===== src/rtl/ctrl_pkg.sv =====
// ctrl_pkg: shared states and protocol constants for the command controller
package ctrl_pkg;
  typedef enum logic [3:0] {IDLE, ACK, LOAD, START, WAIT, HDR, DIGEST, CHAR, EOL} state_t;
  localparam logic [7:0] CMD_LOAD   = 8'h31;
  localparam logic [7:0] CMD_HASH   = 8'h32;
  localparam logic [7:0] CMD_STATUS = 8'h33;
  localparam logic [7:0] RSP_HDR    = 8'h4C;
  localparam logic [7:0] RSP_EOL    = 8'h0A;
  localparam logic [7:0] RSP_OK     = 8'h4B;
  localparam logic [7:0] RSP_ERR    = 8'h45;
  localparam logic [7:0] RSP_TMO    = 8'h54;
  localparam logic [7:0] RSP_ZERO   = 8'h30;
endpackage


===== src/rtl/nibble_to_ascii.sv =====
// nibble_to_ascii: 4-bit value to uppercase ASCII hex character
module nibble_to_ascii (
  input  logic [3:0] n,
  output logic [7:0] a
);
  always_comb a = (n < 4'd10) ? 8'h30 + {4'h0, n} : 8'h37 + {4'h0, n};
endmodule


===== src/rtl/command_controller.sv =====
// command_controller: frame ack, hash core dispatch and ASCII response streaming
module command_controller
  import ctrl_pkg::*;
#(
  parameter int TIMEOUT_CYCLES = 4096,
  parameter int TIMER_W        = 13
) (
  input  logic         clk,
  input  logic         rst,
  input  logic         ready,
  input  logic [7:0]   command,
  input  logic [15:0]  data_count,
  input  logic [255:0] buffer,
  output logic         data_request,
  output logic         core_start,
  output logic [255:0] core_data,
  input  logic         core_busy,
  input  logic         core_done,
  input  logic [255:0] core_digest,
  output logic [7:0]   tx_byte,
  output logic         tx_valid,
  input  logic         tx_ready,
  output logic [3:0]   state_dbg
);
  localparam logic [TIMER_W-1:0] TMAX = TIMER_W'(TIMEOUT_CYCLES - 1);
  state_t state;
  logic [7:0] cmd, payload, hex_ch;
  logic [15:0] cnt;
  logic [255:0] blk, dig, sh;
  logic loaded, is_dig;
  logic [TIMER_W-1:0] timer;
  logic [5:0] idx, next_idx;
  always_comb begin
    next_idx = (state == DIGEST) ? idx + 6'd1 : idx;
    sh = dig << {next_idx, 2'b00};
  end
  nibble_to_ascii u_hex (.n(sh[255:252]), .a(hex_ch));
  assign core_data = blk;
  assign state_dbg = state;
  always_ff @(posedge clk) begin
    if (rst) begin
      state <= IDLE;
      cmd <= '0;
      cnt <= '0;
      blk <= '0;
      dig <= '0;
      loaded <= 1'b0;
      is_dig <= 1'b0;
      payload <= '0;
      timer <= '0;
      idx <= '0;
      data_request <= 1'b0;
      core_start <= 1'b0;
      tx_byte <= '0;
      tx_valid <= 1'b0;
    end else begin
      case (state)
        IDLE: if (ready) begin
          cmd <= command;
          cnt <= data_count;
          data_request <= 1'b1;
          state <= ACK;
        end
        ACK: begin
          data_request <= 1'b0;
          if (cmd == CMD_LOAD && cnt == 16'd64) state <= LOAD;
          else if (cmd == CMD_HASH && loaded) state <= START;
          else begin
            payload <= (cmd == CMD_STATUS) ? RSP_ZERO + {7'b0, loaded} : RSP_ERR;
            is_dig <= 1'b0;
            tx_byte <= RSP_HDR;
            tx_valid <= 1'b1;
            state <= HDR;
          end
        end
        LOAD: begin
          blk <= buffer;
          loaded <= 1'b1;
          payload <= RSP_OK;
          is_dig <= 1'b0;
          tx_byte <= RSP_HDR;
          tx_valid <= 1'b1;
          state <= HDR;
        end
        START: if (!core_busy) begin
          core_start <= 1'b1;
          timer <= '0;
          state <= WAIT;
        end
        WAIT: begin
          core_start <= 1'b0;
          timer <= timer + 1'b1;
          // a done pulse on the final timeout cycle still delivers the digest
          if (core_done || timer == TMAX) begin
            dig <= core_digest;
            is_dig <= core_done;
            payload <= RSP_TMO;
            tx_byte <= RSP_HDR;
            tx_valid <= 1'b1;
            state <= HDR;
          end
        end
        HDR: if (tx_ready) begin
          tx_byte <= is_dig ? hex_ch : payload;
          state <= is_dig ? DIGEST : CHAR;
        end
        DIGEST: if (tx_ready) begin
          idx <= idx + 6'd1;
          tx_byte <= (idx == 6'd63) ? RSP_EOL : hex_ch;
          state <= (idx == 6'd63) ? EOL : DIGEST;
        end
        CHAR: if (tx_ready) begin
          tx_byte <= RSP_EOL;
          state <= EOL;
        end
        EOL: if (tx_ready) begin
          tx_byte <= '0;
          tx_valid <= 1'b0;
          state <= IDLE;
        end
        default: state <= IDLE;
      endcase
    end
  end
endmodule


===== config.mk =====
export PLATFORM = sky130hd
export DESIGN_NAME = command_controller
export DESIGN_NICKNAME = d
export VERILOG_FILES = /design/src/rtl/ctrl_pkg.sv /design/src/rtl/nibble_to_ascii.sv /design/src/rtl/command_controller.sv
export SDC_FILE = /design/constraint.sdc
export NUM_CORES = 1
export LEC_CHECK = 0
export CAP_MARGIN = 20
export CORE_AREA = 8 8 313 315
export CTS_BUF_LIST = sky130_fd_sc_hd__clkbuf_8 sky130_fd_sc_hd__clkbuf_16
export DETAILED_ROUTE_END_ITERATION = 16
export DIE_AREA = 0 0 321 323
export PLACE_DENSITY = 0.54
export SLEW_MARGIN = 5
export SYNTH_ARGS = -nofsm -noshare
export SYNTH_HDL_FRONTEND = slang
export SYNTH_SLANG_ARGS = --single-unit

===== constraint.sdc =====
create_clock -name clk -period 4.65 [get_ports clk]
set_clock_uncertainty 0.05 [all_clocks]
set_input_delay 1.395 -clock clk [delete_from_list [all_inputs] [get_ports clk]]
set_output_delay 1.395 -clock clk [all_outputs]
set_load 0.005 [all_outputs]

# Yosys cells after proc, flatten, opt, wreduce, memory -nomap -nowiden
# Index checks and enable logic that the tools add are counted.
# W data, S select, Z words.
dict set report totals {
  regBits 580
  inputBits 542
  out_inout_bits 271
  word_cells 106
}
dict set report op_classes {
  addsub 5
  order_cmp 1
  eq_ne 23
  n_shift 1
  muxes 44
  reduce_logical 18
}
# operator n
set op_table {}
lappend op_table {{$shl A256 B8 Y256} 1}
lappend op_table {{$mux W8} 13}
lappend op_table {{$pmux W8 S7} 1}
lappend op_table {{$pmux W4 S9} 1}
lappend op_table {{$mux W4} 8}
lappend op_table {{$pmux W13 S2} 1}
lappend op_table {{$eq A8 B6 Y1 const B} 3}
lappend op_table {{$pmux W8 S3} 1}
lappend op_table {{$ne A2 B2 Y1 const B} 9}
lappend op_table {{$eq A16 B7 Y1 const B} 1}
lappend op_table {{$eq A4 B3 Y1 const B} 4}
lappend op_table {{$add A6 B4 Y7 const A} 2}
lappend op_table {{$add A13 B1 Y13 const B} 1}
lappend op_table {{$eq A13 B12 Y1 const B} 1}
lappend op_table {{$mux W13} 1}
lappend op_table {{$mux W1} 10}
lappend op_table {{$reduce_and A2 Y1} 5}
lappend op_table {{$eq A4 B2 Y1 const B} 2}
lappend op_table {{$reduce_and A8 Y1} 1}
lappend op_table {{$add A6 B1 Y7 const A} 1}
lappend op_table {{$mux W7} 1}
lappend op_table {{$reduce_and A7 Y1} 1}
lappend op_table {{$reduce_bool A7 Y1} 1}
lappend op_table {{$add A6 B1 Y6 const B} 1}
lappend op_table {{17 further kinds} 21}

# Logic depth before layout (Yosys ltp)
dict set report logic_depth {
  word_depth 8
  ltp_mapped 16
}

# Cells and area by module
# A second synthesis with hierarchy kept.
dict set report unflattened {
  hier_cells 3169
  area_unflattened_um2 24782.5
}
# module n_inst cells_per_inst area_each_um2 seq_area_each_um2
set by_module_without_submodules {}
lappend by_module_without_submodules {command_controller 1 3153 24676.2 11571.1}
lappend by_module_without_submodules {nibble_to_ascii 1 16 106.4 0.0}

# Least setup slack after synthesis
# Ideal clock, no wire load.
dict set report synth_path {
  kind {flip-flop to flip-flop}
  from {register state[2], in the netlist state_dbg[2]}
  to {register tx_byte[2]}
  setup_ns 0.074
  arrival_ns 3.453
  t_required_ns 4.526
  path_slack_ns 1.073
  path_stages_with_launch 17
  synth_period_minus_slack_ns 3.577
  cell_sequence {dfxtp_1 > buf_4 > and4bb_1 > buf_6 > buf_4 > nand3_1 > and2_1 > clkbuf_1 > buf_2 > mux2_2 > o221ai_1 > o311ai_1 > a211oi_1 > ha_1 > inv_1 > or4b_1 > a31oi_1}
}
dict set report synth_between {
  elab_chain_cells 8
}
# item line_no
set synth_lines {}
lappend synth_lines {{start: declaration} command_controller.sv:26} ;# state_t state;
lappend synth_lines {{start signal: assignment} command_controller.sv:105} ;# state <= is_dig ? DIGEST : CHAR;
lappend synth_lines {{start signal: assignment} command_controller.sv:110} ;# state <= (idx == 6'd63) ? EOL : DIGEST;
lappend synth_lines {{$eq A4 B3 Y1} {command_controller.sv:34, command_controller.sv:57}}
lappend synth_lines {{$mux W6} command_controller.sv:34} ;# next_idx = (state == DIGEST) ? idx + 6'd1 : idx;
lappend synth_lines {{$shl A256 B8 Y256} command_controller.sv:35} ;# sh = dig << {next_idx, 2'b00};
lappend synth_lines {{$add A6 B4 Y7 / $lt A4 B4 Y1 (equally long branches)} nibble_to_ascii.sv:6} ;# always_comb a = (n < 4'd10) ? 8'h30 + {4'h0, n} : 8'h37 + {4'h0, n};
lappend synth_lines {{$mux W8} nibble_to_ascii.sv:6}
lappend synth_lines {{$mux W8, on equally long branches} {command_controller.sv:109, command_controller.sv:104}}
lappend synth_lines {{$mux W8, on equally long branches} {command_controller.sv:107, command_controller.sv:103}}
lappend synth_lines {{$pmux W8 S7} command_controller.sv:57} ;# case (state)
lappend synth_lines {{end signal: assignment} command_controller.sv:104} ;# tx_byte <= is_dig ? hex_ch : payload;
lappend synth_lines {{end signal: assignment} command_controller.sv:109} ;# tx_byte <= (idx == 6'd63) ? RSP_EOL : hex_ch;
lappend synth_lines {{end: declaration} command_controller.sv:20} ;# output logic [7:0] tx_byte,
# Parallel ways exist; a longest one is shown, timed or not. The select of a mux whose other input is x is not followed.
# A chain may end at the register's enable or synchronous reset.

# Worst setup path in the final report
# Ends and elaborated chain as after synthesis.

==> impl_metrics.toml <==
[outcome]
status = "complete, no violations"

[yosys]
synth_seq_area_share_pct = 50.3
synth.distinct_cells = 78
synthArstFlopShare_pct = 0
synth_fp_nets = 3587
ys_ff_latch = 577
synth_edf_count = 0
netlist_area_sq_um = 23000
netlist_instances = 3042
yosysWarningCount = 0
synth_area_per_cell_sq_um = 7.56
synthFlopType = "dfxtp_1"
synth_top_cell_by_area = "dfxtp_1"
synth_top_area_share_pct = 50.3
synth_area_leaders = "dfxtp_1 50%, nand2_1 18%, a21oi_1 12%"

[routing]
top_layer = "met5"
drt_iter0_markers = 2277
detail_route.drc_violations = 0
wire_per_inst_microns = 22.1
vias_per_cell = 4.70
met2_length_microns = 52400
first_pass_iters = 5
wl_met3_microns = 9160
vias = 23900
routedLengthMet1_microns = 48300
routed_wl_microns = 112000
ant_nets = 0

[floorplanning]
die_h_microns = 323
rows = 112
initial_core_util_pct = 24.8
core-area_sq_um = 92800
die_x_microns = 321
io_pins = 813
die_area_sq_um = 104000

[global_route]
grt_pass1_wl_microns = 158000
track_usage_pct = 20.3
grt_pass1_vias = 22900
grt_start_max_net_pins = 179
antenna_found_initial = 37
overflow = 0

[worst_setup_path]
crit_family = "compound AO/OA/AOI/OAI gates"
cp_cell_sequence = "and4bb_2 -> a21boi_1 -> nor2_2 -> o22ai_1 -> a2111oi_0 -> o311ai_1 -> a211oi_1 -> ha_1 -> inv_1 -> or4b_1 -> a31oi_1"
crit_type = "flip-flop to flip-flop"
cp-start-kind = "flip-flop"
critical-path-slowest-cell = "a2111oi_0"
path_max_fanout = 13
required_ps = 5160
critical_path_arrival_ps = 4740
cpPeakStageDelay_ps = 630
worst-path-buf-inv = 1
endpoint_kind = "flip-flop"

[sta]
rsz0062_at_grt = "no"
setup_viol = 0
hold_viol = 0
final.setup.tns_ps = 0
finalMaxSlewViolations = 0
tightest_slew_ps = 929
maxSlewHeadroom_pct = 38.0
period_minus_slack_ps = 4230
timing.fmax_mhz = 236
holdWs_ps = 400
period_share_pct = 91.0

[finish]
final_cell_mix = "1,115 x nand2_1, 810 x clkdlybuf4s50_1, 577 x dfxtp_1, 571 x a21oi_1, 91 x nor2_1"
syn2layout_area_growth_pct = 51.6
postLayoutCellArea_sq_um = 34800
fillers = 9787
layout-drive-gt1-share_pct = 5.16
final_nets = 4286
final_common_cell = "nand2_1"
final_util_pct = 37.6

[pwr]
pwr-share-seq_pct = 41.9
p_switching_mw = 3.42
switching_share_pct = 26.7
p_per_area_nw_per_um2 = 368
p_int_mw = 9.39
clkPwrFrac_pct = 44.8
vdd_drop_max_mv = 0.258
p_leak_nw = 11.7
pwr-share-comb_pct = 13.2

[clock_network]
cts_max_path_buffers = 3
clkTransAtPathRegs_ps = 50
cts_sinks = 577
hold_buffers = 0
post_cts_buffers = 0
cts_tree = "yes"
clk_latency_ps = 640
cts_inserted_buffers = 71
h-tree-depth = 3
clockRootBuffer = "clkbuf_16"
cts_resized = 0

[place]
dp_hpwl_microns = 85000
place_area_sq_um = 32300
place.gp.congestion = 0.928
port-buffer-count = 811

[worst_hold_path]
hp-class = "flip-flop to flip-flop"

[run]
drv_cap = 0
power groups by stage:
stage	clock network, mW	logic, mW	registers (mW)
detailed placement	0	1.70	5.48
CTS	5.90	1.70	5.37
finish	5.74	1.69	5.37
global placement	0	1.69	5.48
global route	6.09	1.85	5.40
floorplan	0	0.754	5.41
kinds of logic (layout without fill, tap and decap cells):
logic type,after synthesis,in the layout,synth area share (%)
adders and majority gates,3,3,0.163
muxes,47,47,2.22
and+or+nand+nor,1380,1380,24.1
AOI/OAI and AO/OA,771,771,18.5
other,1,24,0.0163
buffers and inverters,253,1007,4.29
xor gates and xnor gates,10,10,0.463
DFF,577,577,50.3
metrics by stage:
| stage | power, mW | setup slack, ps | instances |
|---|---|---|---|
| after global routing | 13.3 | 6.98 | 5061 |
| final | 12.8 | 417 | 5073 |
| after global placement | 7.17 | 573 | 4921 |
| after CTS | 13.0 | 521 | 5049 |
| after floorplan | 6.16 | 1070 | 3042 |
| after detailed placement | 7.17 | 559 | 4921 |
final timing paths:
check | startpoint | slack (ps) | cells past startpoint | endpoint
worst max-delay path | state_dbg[2] | 420 | 11 | tx_byte[2]
worst max register to register | state_dbg[2] | 420 | 11 | tx_byte[2]
worst min register to register | cmd[4] | 400 | 2 | cmd[4]
worst min-delay path | cmd[4] | 400 | 2 | cmd[4]
synth_stat cells, types with 9 or more instances:
library cell,n
mux2i_1,35
nand3_1,32
nor3_1,59
nor4_1,19
inv_1,12
dfxtp_1,577
o22ai_1,79
o21ai_0,31
a21oi_1,571
nand2_1,1115
nand2b_1,11
nor2_1,93
buf_2,14
clkbuf_1,218
nor2b_1,9
a31oi_1,9
worst min-delay path, cell delays in order (launching register included):
cell and delay [ps]:
dfxtp_1 300, nand2_1 50, a21oi_1 50
state kept, by name, summed over array words and instances (netlist names):
register and flops:
core_data 256, dig 256, cnt 16, timer 13, cmd 8, tx_byte 7
idx 6, payload 6, state_dbg 4, core_start 1, data_request 1, is_dig 1
loaded 1, tx_valid 1
routing by layer:
layer / vias to the layer above / track usage, %
li1: 11600 / -
met1: 11200 / 26.4
met2: 825 / 32.6
met3: 153 / 6.02
met4: 18 / 5.60
met5: - / 0
area by class of cell:
class                   count  area [sq um]  area share, %
diodes                     23          57.6          0.165
clock buffers              84          1960           5.61
clock inverters            44           475           1.36
inverters                  12          45.0          0.129
multi-input cells        2212         10500           30.1
flip-flops and latches    577         11600           33.1
well taps                1254          1570           4.50
repair buffers            867          8690           24.9
(Power assumes the default switching activity.)
